### src/rtl/ir_decoder_nec.sv
// NEC infrared frame decoder: input synchroniser, glitch filter, edge-interval
// classifier, frame FSM and a valid/ack holding register for decoded payloads.
module ir_decoder_nec #(
   parameter int NBITS     = 32,
   parameter int CNT_W     = 21,
   parameter int FILT_LEN  = 4,
   parameter int INVERT    = 0,
   parameter int CHECK_INV = 1,
   parameter int T0_MIN    = 25312,
   parameter int T0_MAX    = 30937,
   parameter int T1_MIN    = 50000,
   parameter int T1_MAX    = 61875,
   parameter int START_MIN = 310000,
   parameter int START_MAX = 360000,
   parameter int REP_MIN   = 255000,
   parameter int REP_MAX   = 300000,
   parameter int TIMEOUT   = 1750000
) (
   input  logic             clk,
   input  logic             rst_n,
   input  logic             enable,
   input  logic             ir_in,
   input  logic             cmd_ack,
   output logic             cmd_valid,
   output logic [NBITS-1:0] cmd_data,
   output logic             cmd_repeat,
   output logic             err_pulse,
   output logic [1:0]       err_code,
   output logic             overrun,
   output logic             busy
);
   localparam int IDX_W = (NBITS > 1) ? $clog2(NBITS) : 1;
   localparam int FC_W  = $clog2(FILT_LEN + 1);
   localparam logic INV_B = (INVERT != 0);
   localparam logic [CNT_W-1:0] TO_C   = CNT_W'(TIMEOUT);
   localparam logic [CNT_W-1:0] T0_LO  = CNT_W'(T0_MIN);
   localparam logic [CNT_W-1:0] T0_HI  = CNT_W'(T0_MAX);
   localparam logic [CNT_W-1:0] T1_LO  = CNT_W'(T1_MIN);
   localparam logic [CNT_W-1:0] T1_HI  = CNT_W'(T1_MAX);
   localparam logic [CNT_W-1:0] ST_LO  = CNT_W'(START_MIN);
   localparam logic [CNT_W-1:0] ST_HI  = CNT_W'(START_MAX);
   localparam logic [CNT_W-1:0] RP_LO  = CNT_W'(REP_MIN);
   localparam logic [CNT_W-1:0] RP_HI  = CNT_W'(REP_MAX);

   typedef enum logic [0:0] {S_IDLE = 1'b0, S_DATA = 1'b1} state_t;

   function automatic logic in_win(input logic [CNT_W-1:0] c,
                                   input logic [CNT_W-1:0] lo,
                                   input logic [CNT_W-1:0] hi);
      return (c > lo) && (c < hi);
   endfunction

   function automatic logic inv_ok(input logic [31:0] d);
      return (d[15:8] == ~d[7:0]) && (d[31:24] == ~d[23:16]);
   endfunction

   logic [1:0]       sync_q;
   logic             filt_q;
   logic [FC_W-1:0]  fcnt_q;
   logic [CNT_W-1:0] cnt_q;
   state_t           state_q;
   logic [IDX_W-1:0] idx_q;
   logic [NBITS-1:0] sr_q;
   logic             last_ok_q;
   logic             done_q;
   logic             cmd_valid_q;
   logic [NBITS-1:0] cmd_data_q;
   logic             cmd_repeat_q;
   logic             err_pulse_q;
   logic [1:0]       err_code_q;
   logic             overrun_q;

   logic             raw_s;
   logic             edge_s;
   logic             t0_s, t1_s, st_s, rep_s, to_s, last_bit_s;
   logic [NBITS-1:0] sr_d;

   assign raw_s      = sync_q[1] ^ INV_B;
   // The edge is flagged in the cycle the filter is about to flip 0->1.
   assign edge_s     = ~filt_q & raw_s & (fcnt_q == FC_W'(FILT_LEN - 1));
   assign t0_s       = in_win(cnt_q, T0_LO, T0_HI);
   assign t1_s       = in_win(cnt_q, T1_LO, T1_HI);
   assign st_s       = in_win(cnt_q, ST_LO, ST_HI);
   assign rep_s      = in_win(cnt_q, RP_LO, RP_HI);
   assign to_s       = (cnt_q == TO_C);
   assign last_bit_s = (idx_q == IDX_W'(NBITS - 1));

   // Shift register contents with the current bit written at the bit index.
   always_comb begin
      sr_d        = sr_q;
      sr_d[idx_q] = t1_s;
   end

   // Synchroniser, glitch filter and saturating interval counter.
   always_ff @(posedge clk) begin
      if (!rst_n) begin
         sync_q <= 2'b00;
         filt_q <= 1'b0;
         fcnt_q <= '0;
         cnt_q  <= '0;
      end else begin
         sync_q <= {sync_q[0], ir_in};
         if (raw_s == filt_q) begin
            fcnt_q <= '0;
         end else if (fcnt_q == FC_W'(FILT_LEN - 1)) begin
            filt_q <= raw_s;
            fcnt_q <= '0;
         end else begin
            fcnt_q <= fcnt_q + FC_W'(1);
         end
         if (!enable || edge_s) begin
            cnt_q <= '0;
         end else if (!to_s) begin
            cnt_q <= cnt_q + CNT_W'(1);
         end else begin
            cnt_q <= cnt_q;
         end
      end
   end

   // Frame FSM, pulse outputs and the valid/ack output register.
   always_ff @(posedge clk) begin
      if (!rst_n) begin
         state_q      <= S_IDLE;
         idx_q        <= '0;
         sr_q         <= '0;
         last_ok_q    <= 1'b0;
         done_q       <= 1'b0;
         cmd_valid_q  <= 1'b0;
         cmd_data_q   <= '0;
         cmd_repeat_q <= 1'b0;
         err_pulse_q  <= 1'b0;
         err_code_q   <= 2'd0;
         overrun_q    <= 1'b0;
      end else begin
         cmd_repeat_q <= 1'b0;
         err_pulse_q  <= 1'b0;
         done_q       <= 1'b0;

         // A completing frame may load in the same cycle the old one is acked.
         if (done_q) begin
            if (!cmd_valid_q || cmd_ack) begin
               cmd_data_q  <= sr_q;
               cmd_valid_q <= 1'b1;
               overrun_q   <= 1'b0;
            end else begin
               overrun_q   <= 1'b1;
            end
         end else if (cmd_valid_q && cmd_ack) begin
            cmd_valid_q <= 1'b0;
            overrun_q   <= 1'b0;
         end

         if (!enable) begin
            state_q <= S_IDLE;
         end else begin
            case (state_q)
               S_IDLE: begin
                  if (edge_s) begin
                     if (st_s) begin
                        state_q <= S_DATA;
                        idx_q   <= '0;
                        sr_q    <= '0;
                     end else if (rep_s && last_ok_q) begin
                        cmd_repeat_q <= 1'b1;
                     end
                  end else if (to_s) begin
                     last_ok_q <= 1'b0;
                  end
               end
               S_DATA: begin
                  if (edge_s) begin
                     if (t0_s || t1_s) begin
                        sr_q  <= sr_d;
                        idx_q <= idx_q + IDX_W'(1);
                        if (last_bit_s) begin
                           state_q <= S_IDLE;
                           if ((CHECK_INV != 0) && !inv_ok(32'(sr_d))) begin
                              err_pulse_q <= 1'b1;
                              err_code_q  <= 2'd3;
                              last_ok_q   <= 1'b0;
                           end else begin
                              last_ok_q <= 1'b1;
                              done_q    <= 1'b1;
                           end
                        end
                     end else if (st_s) begin
                        idx_q <= '0;
                        sr_q  <= '0;
                     end else begin
                        state_q     <= S_IDLE;
                        err_pulse_q <= 1'b1;
                        err_code_q  <= 2'd1;
                        last_ok_q   <= 1'b0;
                     end
                  end else if (to_s) begin
                     state_q     <= S_IDLE;
                     err_pulse_q <= 1'b1;
                     err_code_q  <= 2'd2;
                     last_ok_q   <= 1'b0;
                  end
               end
               default: state_q <= S_IDLE;
            endcase
         end
      end
   end

   assign cmd_valid  = cmd_valid_q;
   assign cmd_data   = cmd_data_q;
   assign cmd_repeat = cmd_repeat_q;
   assign err_pulse  = err_pulse_q;
   assign err_code   = err_code_q;
   assign overrun    = overrun_q;
   assign busy       = (state_q == S_DATA);

endmodule

### config.mk
export PLATFORM = sky130hd
export DESIGN_NAME = ir_decoder_nec
export DESIGN_NICKNAME = d
export VERILOG_FILES = /design/src/rtl/ir_decoder_nec.sv
export SDC_FILE = /design/constraint.sdc
export NUM_CORES = 1
export LEC_CHECK = 0
export BUFFER_PORTS_ARGS = -buffer_cell sky130_fd_sc_hd__buf_2
export CORE_MARGIN = 2
export CORE_UTILIZATION = 30
export CTS_CLUSTER_DIAMETER = 120
export DETAILED_ROUTE_END_ITERATION = 8
export GPL_ROUTABILITY_DRIVEN = 0
export PLACE_DENSITY_LB_ADDON = 0.05
export SYNTH_ARGS = -nofsm -noshare
export SYNTH_HDL_FRONTEND = slang
export SYNTH_SLANG_ARGS = --single-unit
### constraint.sdc
create_clock -name clk -period 8.35 [get_ports clk]
set_input_delay 1.2525 -clock clk [delete_from_list [all_inputs] [get_ports clk]]
set_output_delay 1.2525 -clock clk [all_outputs]
set_load 0.005 [all_outputs]
==> results of run 1 <==
## worst max-delay path, delay by kind of cell, from the launching register on
| family | cells | cell delay (ns) |
|---|---|---|
| adder cells (fa/ha/maj) | 1 | 0.65 |
| flip-flops | 1 | 0.36 |
| AND/OR/NAND/NOR | 5 | 1.34 |
| AO/OA/AOI/OAI | 3 | 0.61 |
| buffers and inverters | 1 | 0.10 |
## per-layer routing
metal  vias to the layer above  part of all wire  global-route usage
met1                      2550              0.49              0.2408
met2                       133              0.45              0.2709
met4                         0             0.016             0.05366
met3                        19             0.042             0.02632
met5                         -                 0                   0
li1                       2653                 -                   -
## worst paths after layout
check / startpoint / endpoint / slack [ns] / cells past startpoint
worst max-delay path: idx_q[0]$_SDFFE_PN0P_ / done_q$_SDFF_PN0_ / 5.20 / 10
worst min-delay path: fcnt_q[0]$_SDFF_PP0_ / fcnt_q[0]$_SDFF_PP0_ / 0.43 / 1
worst max register to register: idx_q[0]$_SDFFE_PN0P_ / done_q$_SDFF_PN0_ / 5.20 / 10
worst min register to register: fcnt_q[0]$_SDFF_PP0_ / fcnt_q[0]$_SDFF_PP0_ / 0.43 / 1
## stage by stage
step	utilization	instances	setup WS, ns	hold WS, ns	power [mW]
2_1_floorplan	-	747	5.537	0.3992	0.5287
3_3_place_gp	0.3220	1004	5.162	0.4062	0.5339
3_5_place_dp	0.3220	1004	5.071	0.4198	0.5341
4_1_cts	0.3395	1020	5.236	0.4319	1.023
5_1_grt	0.3395	1020	5.005	0.4406	1.047
6_report	0.3395	1020	5.201	0.4300	1.006
## cells by family after synthesis
family | count (synthesis) | synth area share
and+or+nand+nor | 294 | 0.2501
DFF | 105 | 0.3585
buffers and inverters | 79 | 0.05442
adders and majority gates | 10 | 0.02134
xor gates and xnor gates | 33 | 0.04930
AOI/OAI and AO/OA | 215 | 0.2407
muxes | 11 | 0.02561
## power breakdown
part	total (mW)	internal (mW)	switching, mW
clock	0.484	0.281	0.203
sequential	0.503	0.502	0.00161
combinational	0.0187	0.00809	0.0106
## registers in the layout, indices dropped and copies added (netlist names), 2 cells and up
name      flops
sr_q         32
sync_q        2
cnt_q        21
err_code      2
fcnt_q        3
cmd_data     32
idx_q         5
## area by class of cell
class / count / area [µm²] / area share
Sequential cell: 105 / 2102 / 0.3202
Clock buffer: 11 / 252.7 / 0.03851
Tap cell: 265 / 331.6 / 0.05051
Timing Repair Buffer: 50 / 267.8 / 0.04079
Clock inverter: 5 / 85.08 / 0.01296
Inverter: 21 / 78.83 / 0.01201
Multi-Input combinational cell: 563 / 3446 / 0.5250
## placed cells by master, fill, tap and decap left out, types with 6 or more instances in the layout
| cell type | Yosys | routed |
|---|---|---|
| a21boi_1 | 22 | 22 |
| a21boi_0 | 44 | 44 |
| nor3_1 | 14 | 14 |
| o21ai_0 | 40 | 40 |
| mux2i_1 | 6 | 6 |
| clkbuf_16 | 0 | 9 |
| a21oi_1 | 54 | 54 |
| a31oi_1 | 7 | 7 |
| nor2b_1 | 9 | 9 |
| buf_4 | 1 | 7 |
| nand2_1 | 133 | 133 |
| inv_1 | 21 | 21 |
| and3_1 | 13 | 13 |
| nand4_1 | 10 | 10 |
| buf_2 | 3 | 43 |
| nor2_1 | 37 | 37 |
| nand3b_1 | 7 | 7 |
| and2_1 | 7 | 7 |
| nand3_1 | 21 | 21 |
| xnor2_1 | 13 | 13 |
| dfxtp_1 | 105 | 105 |
| nor4_1 | 10 | 10 |
| ha_1 | 10 | 10 |
| xor2_1 | 20 | 20 |
## cells in the mapped netlist (4+ instances only)
cell type  count
a211oi_1       4
a21boi_0      44
a21boi_1      22
a21oi_1       54
a22oi_1        5
a31oi_1        7
and2_1         7
and3_1        13
buf_1         10
clkbuf_1      42
dfxtp_1      105
ha_1          10
inv_1         21
mux2i_1        6
nand2_1      133
nand3_1       21
nand3b_1       7
nand4_1       10
nor2_1        37
nor2b_1        9
nor3_1        14
nor3b_1        4
nor4_1        10
nor4b_1        4
o21ai_0       40
o21ai_1        4
or4_1          5
xnor2_1       13
xor2_1        20
==> flow_summary.json, run 1 <==
{
  "slowest_delay_ns": 0.65,
  "cp_max_fo": 19,
  "wl_mm": 17.05,
  "cts_tree": "built",
  "clock_skew_ns": 0.01047,
  "ys_types": 71,
  "tightest_slew_ns": 1.125,
  "setup_viol": 0,
  "pin_count": 44,
  "drtAntennaViolNets": 0,
  "cap_violations": 0,
  "clockBufferDepth": 2,
  "row_count": 51,
  "ys_seq_elements": 105,
  "grt_max_degree": 82,
  "dieArea_um2": 20680,
  "cp_cell_sequence": "inv_1, ha_1, nand2_1, o21ai_0, a22oi_1, or4_1, a2111o_1, nand4b_4, nor4_4, nor3b_2",
  "synth_top_area_share": 0.3585,
  "postSynth.asyncResetShare": 0,
  "drt_iter0_drc": 415,
  "syn_avg_cell_area_um2": 7.849,
  "h-tree-depth": 3,
  "fin_area_um2": 6564,
  "n_fill_cell": 2059,
  "grt_pass1_vias": 5059,
  "critPathKind": "reg -> reg",
  "syn_nets": 762,
  "io_buffers": 43,
  "synth_top_cell_by_area": "dfxtp_1",
  "slew_headroom": 0.2500,
  "synthesis.area_um2": 5863,
  "status": "completed",
  "vdd_ir_drop_max_v": 0.00008608,
  "drive_above_1_share": 0.1060,
  "postCtsSetupBuffers": 0,
  "p_per_area_nw_per_um2": 153.3,
  "core_area_um2": 19330,
  "dpl.hpwl_mm": 11.81,
  "root_buffer": "clkbuf_16",
  "hold_violations": 0,
  "required_ns": 8.64,
  "synth.yosys.seq_area_share": 0.3585,
  "max_freq_ghz": 0.3175,
  "synth_edf_count": 0,
  "fin_nets": 765,
  "final_max_slew_viol_count": 0,
  "wl_per_cell_um": 16.71,
  "grt_usage": 0.1718,
  "setup_tns_ns": 0,
  "drc": 0,
  "die_h_um": 143.8,
  "cp-start-kind": "flop",
  "cts_hold_buf": 0,
  "endpoint_kind": "flop",
  "area_growth_pct": 11.95,
  "avgViaCountPerCell": 5.250,
  "synth_area_leaders": "dfxtp_1 (36%), nand2_1 (8.5%), a21boi_0 (5.6%)",
  "initial_core_util": 0.3032,
  "rsz0062_at_grt": "no",
  "synth_ff_type": "dfxtp_1",
  "p_leak_nw": 2.287,
  "hp-class": "reg -> reg",
  "antenna_found_initial": 0,
  "yosys_warnings": 0,
  "first_pass_iters": 5,
  "die_w_um": 143.8,
  "numCtsBuffers": 9,
  "clk_latency_ns": 0.36,
  "numClockSinks": 105,
  "vias": 5355,
  "grt_first_pass_wirelength_mm": 27.92,
  "synth_cells": 747,
  "cp_slowest_cell": "ha_1",
  "placed_area_um2": 6226,
  "clk_pin_slew_ns": 0.07,
  "n_antenna_cell": 0,
  "cp.arrival_ns": 3.44,
  "timing.final.crit_period_ns": 3.149,
  "cts_resized": 0,
  "finalCritPeriodShare": 0.3771,
  "gr-total-overflow": 0
}
Power figures use the tool's default switching activity.
==> run 2: changes to the inputs <==
==> constraint.sdc (replaced) <==
create_clock -name clk -period 2.69 [get_ports clk]
set_input_delay 0.4035 -clock clk [delete_from_list [all_inputs] [get_ports clk]]
set_output_delay 0.4035 -clock clk [all_outputs]
set_load 0.005 [all_outputs]
==> flow_summary.json, run 2 (synthesis gave the netlist of run 1 again) <==
{
  "status": "finished, violations left",
  "violations": "setup timing",
  "area_growth_pct": 28.87,
  "power_mw": 3.075,
  "clock_skew_ns": 0.008851,
  "place_ws_ns": -0.1714,
  "cp_cell_sequence": "buf_4, nor2_1, nand2_1, a2111oi_0, o2111ai_1, a2111o_1, nand4b_4, buf_4, o21ai_1, a21oi_1",
  "cap_violations": 0,
  "first_pass_iters": 5,
  "drtAntennaViolNets": 0,
  "r2r-start": "idx_q[2]$_SDFFE_PN0P_",
  "required_ns": 2.92,
  "cp-start-kind": "flop",
  "p_per_area_nw_per_um2": 406.9,
  "finalCritPeriodShare": 1.121,
  "slowest_delay_ns": 0.70,
  "multi_input_area_um2": 3557,
  "hp-class": "in -> reg",
  "setup_viol": 5,
  "wl_mm": 19.05,
  "cp.arrival_ns": 3.24,
  "drt_iter0_drc": 421,
  "h-tree-depth": 3,
  "crit_family": "compound AO/OA/AOI/OAI gates",
  "rsz0062_at_grt": "yes",
  "max_freq_ghz": 0.3317,
  "hold_start": "ir_in",
  "antenna_found_initial": 0,
  "cp_slowest_cell": "a2111oi_0",
  "drive_above_1_share": 0.2263,
  "clk_latency_ns": 0.36,
  "grt_usage": 0.1795,
  "cp_max_fo": 6,
  "grt_max_degree": 47,
  "gr-total-overflow": 0,
  "critical_path_cell_count": 10,
  "endpoint_kind": "flop",
  "dieArea_um2": 20680,
  "fin_area_um2": 7556,
  "placed_area_um2": 6930,
  "p_leak_nw": 2.879,
  "die_h_um": 143.8,
  "r2r_cells": 10,
  "dpl.hpwl_mm": 13.36,
  "die_w_um": 143.8,
  "hold_slack_ns": 0.2485,
  "clockBufferDepth": 2,
  "reg2reg_slack_ns": -0.32,
  "initial_core_util": 0.3032,
  "core_area_um2": 19330,
  "cp-endpoint": "err_code[1]$_SDFFE_PN0P_",
  "numClockSinks": 105,
  "timing.rr.end": "err_code[1]$_SDFFE_PN0P_",
  "pin_count": 44,
  "avgViaCountPerCell": 5.167,
  "drc": 0,
  "slew_headroom": 0.4700,
  "final_common_cell": "nand2_1",
  "numCtsBuffers": 9,
  "io_buffers": 43,
  "cp_common_cell": "buf_4",
  "mostFrequentLayoutCells": "nand2_1 (133), dfxtp_1 (102), buf_4 (89), a21oi_1 (54), buf_2 (43)",
  "root_buffer": "clkbuf_16",
  "finalWorstSetupSlack_ns": -0.3249,
  "critPathBufInv": 2,
  "n_antenna_cell": 0,
  "cts_hold_buf": 0,
  "hold_violations": 0,
  "tightest_slew_ns": 0.7750,
  "vias": 5777,
  "n_fill_cell": 2033,
  "wl_per_cell_um": 17.04,
  "grt_first_pass_wirelength_mm": 28.99,
  "critical_path.startpoint": "idx_q[2]$_SDFFE_PN0P_",
  "row_count": 51,
  "vdd_ir_drop_max_v": 0.0002798,
  "clk_pin_slew_ns": 0.07,
  "final_max_slew_viol_count": 0,
  "cts_tree": "built",
  "fin_nets": 863,
  "critPathKind": "reg -> reg",
  "grt_pass1_vias": 5344,
  "timing.final.crit_period_ns": 3.015,
  "regArea_um2": 2106
}
## run 2: layer usage
metal	wire, µm	track usage
met2	8877	0.2932
met5	0	0
met3	696	0.03199
met4	450	0.05418
met1	9027	0.2415
## run 2: final cells by class
cell class              instances  share of cell area
multi-input cells             563              0.4708
flip-flops and latches        105              0.2787
repair buffers                148              0.1538
well taps                     265             0.04388
clock buffers                  10             0.03030
clock inverters                 6             0.01209
inverters                      21             0.01043
## run 2: how the worst min path moves through the flow
stage / endpoint / slack (ns) / depth (start not counted)
floorplan: fcnt_q[0]$_SDFF_PP0_ / 0.40 / 1
global placement: fcnt_q[0]$_SDFF_PP0_ / 0.41 / 1
detailed placement: sync_q[1]$_SDFF_PN0_ / 0.42 / 1
CTS: sync_q[0]$_SDFF_PN0_ / 0.24 / 2
global route: sync_q[0]$_SDFF_PN0_ / 0.25 / 2
finish: sync_q[0]$_SDFF_PN0_ / 0.25 / 2
## run 2: worst register-to-register path: cells and delay by family (launching register included)
family                 cells  cell delay, ns
AO/OA/AOI/OAI              5            1.67
flip-flops                 1            0.34
AND/OR/NAND/NOR            3            0.54
buffers and inverters      2            0.36
## run 2: power breakdown
part	internal [mW]	switching [mW]
logic	0.0292	0.0377
registers	1.56	0.00237
clock network	0.822	0.627
total	2.41	0.667
## run 2: timing repair
item,in CTS,in global routing
setup endpoints to repair,40,41
pin swaps,3,16
setup buffers,0,5
gates resized for setup,3,35
hold endpoints to repair,0,0
gates cloned,0,7
## run 2: per-stage QoR
step | instances | utilization | setup TNS (ns)
CTS | 1106 | 0.3758 | -0.6203
floorplan | 747 | - | -0.3692
global route | 1118 | 0.3908 | -1.791
global placement | 1090 | 0.3584 | -0.4716
finish | 1118 | 0.3908 | -1.514
detailed placement | 1090 | 0.3584 | -0.7771
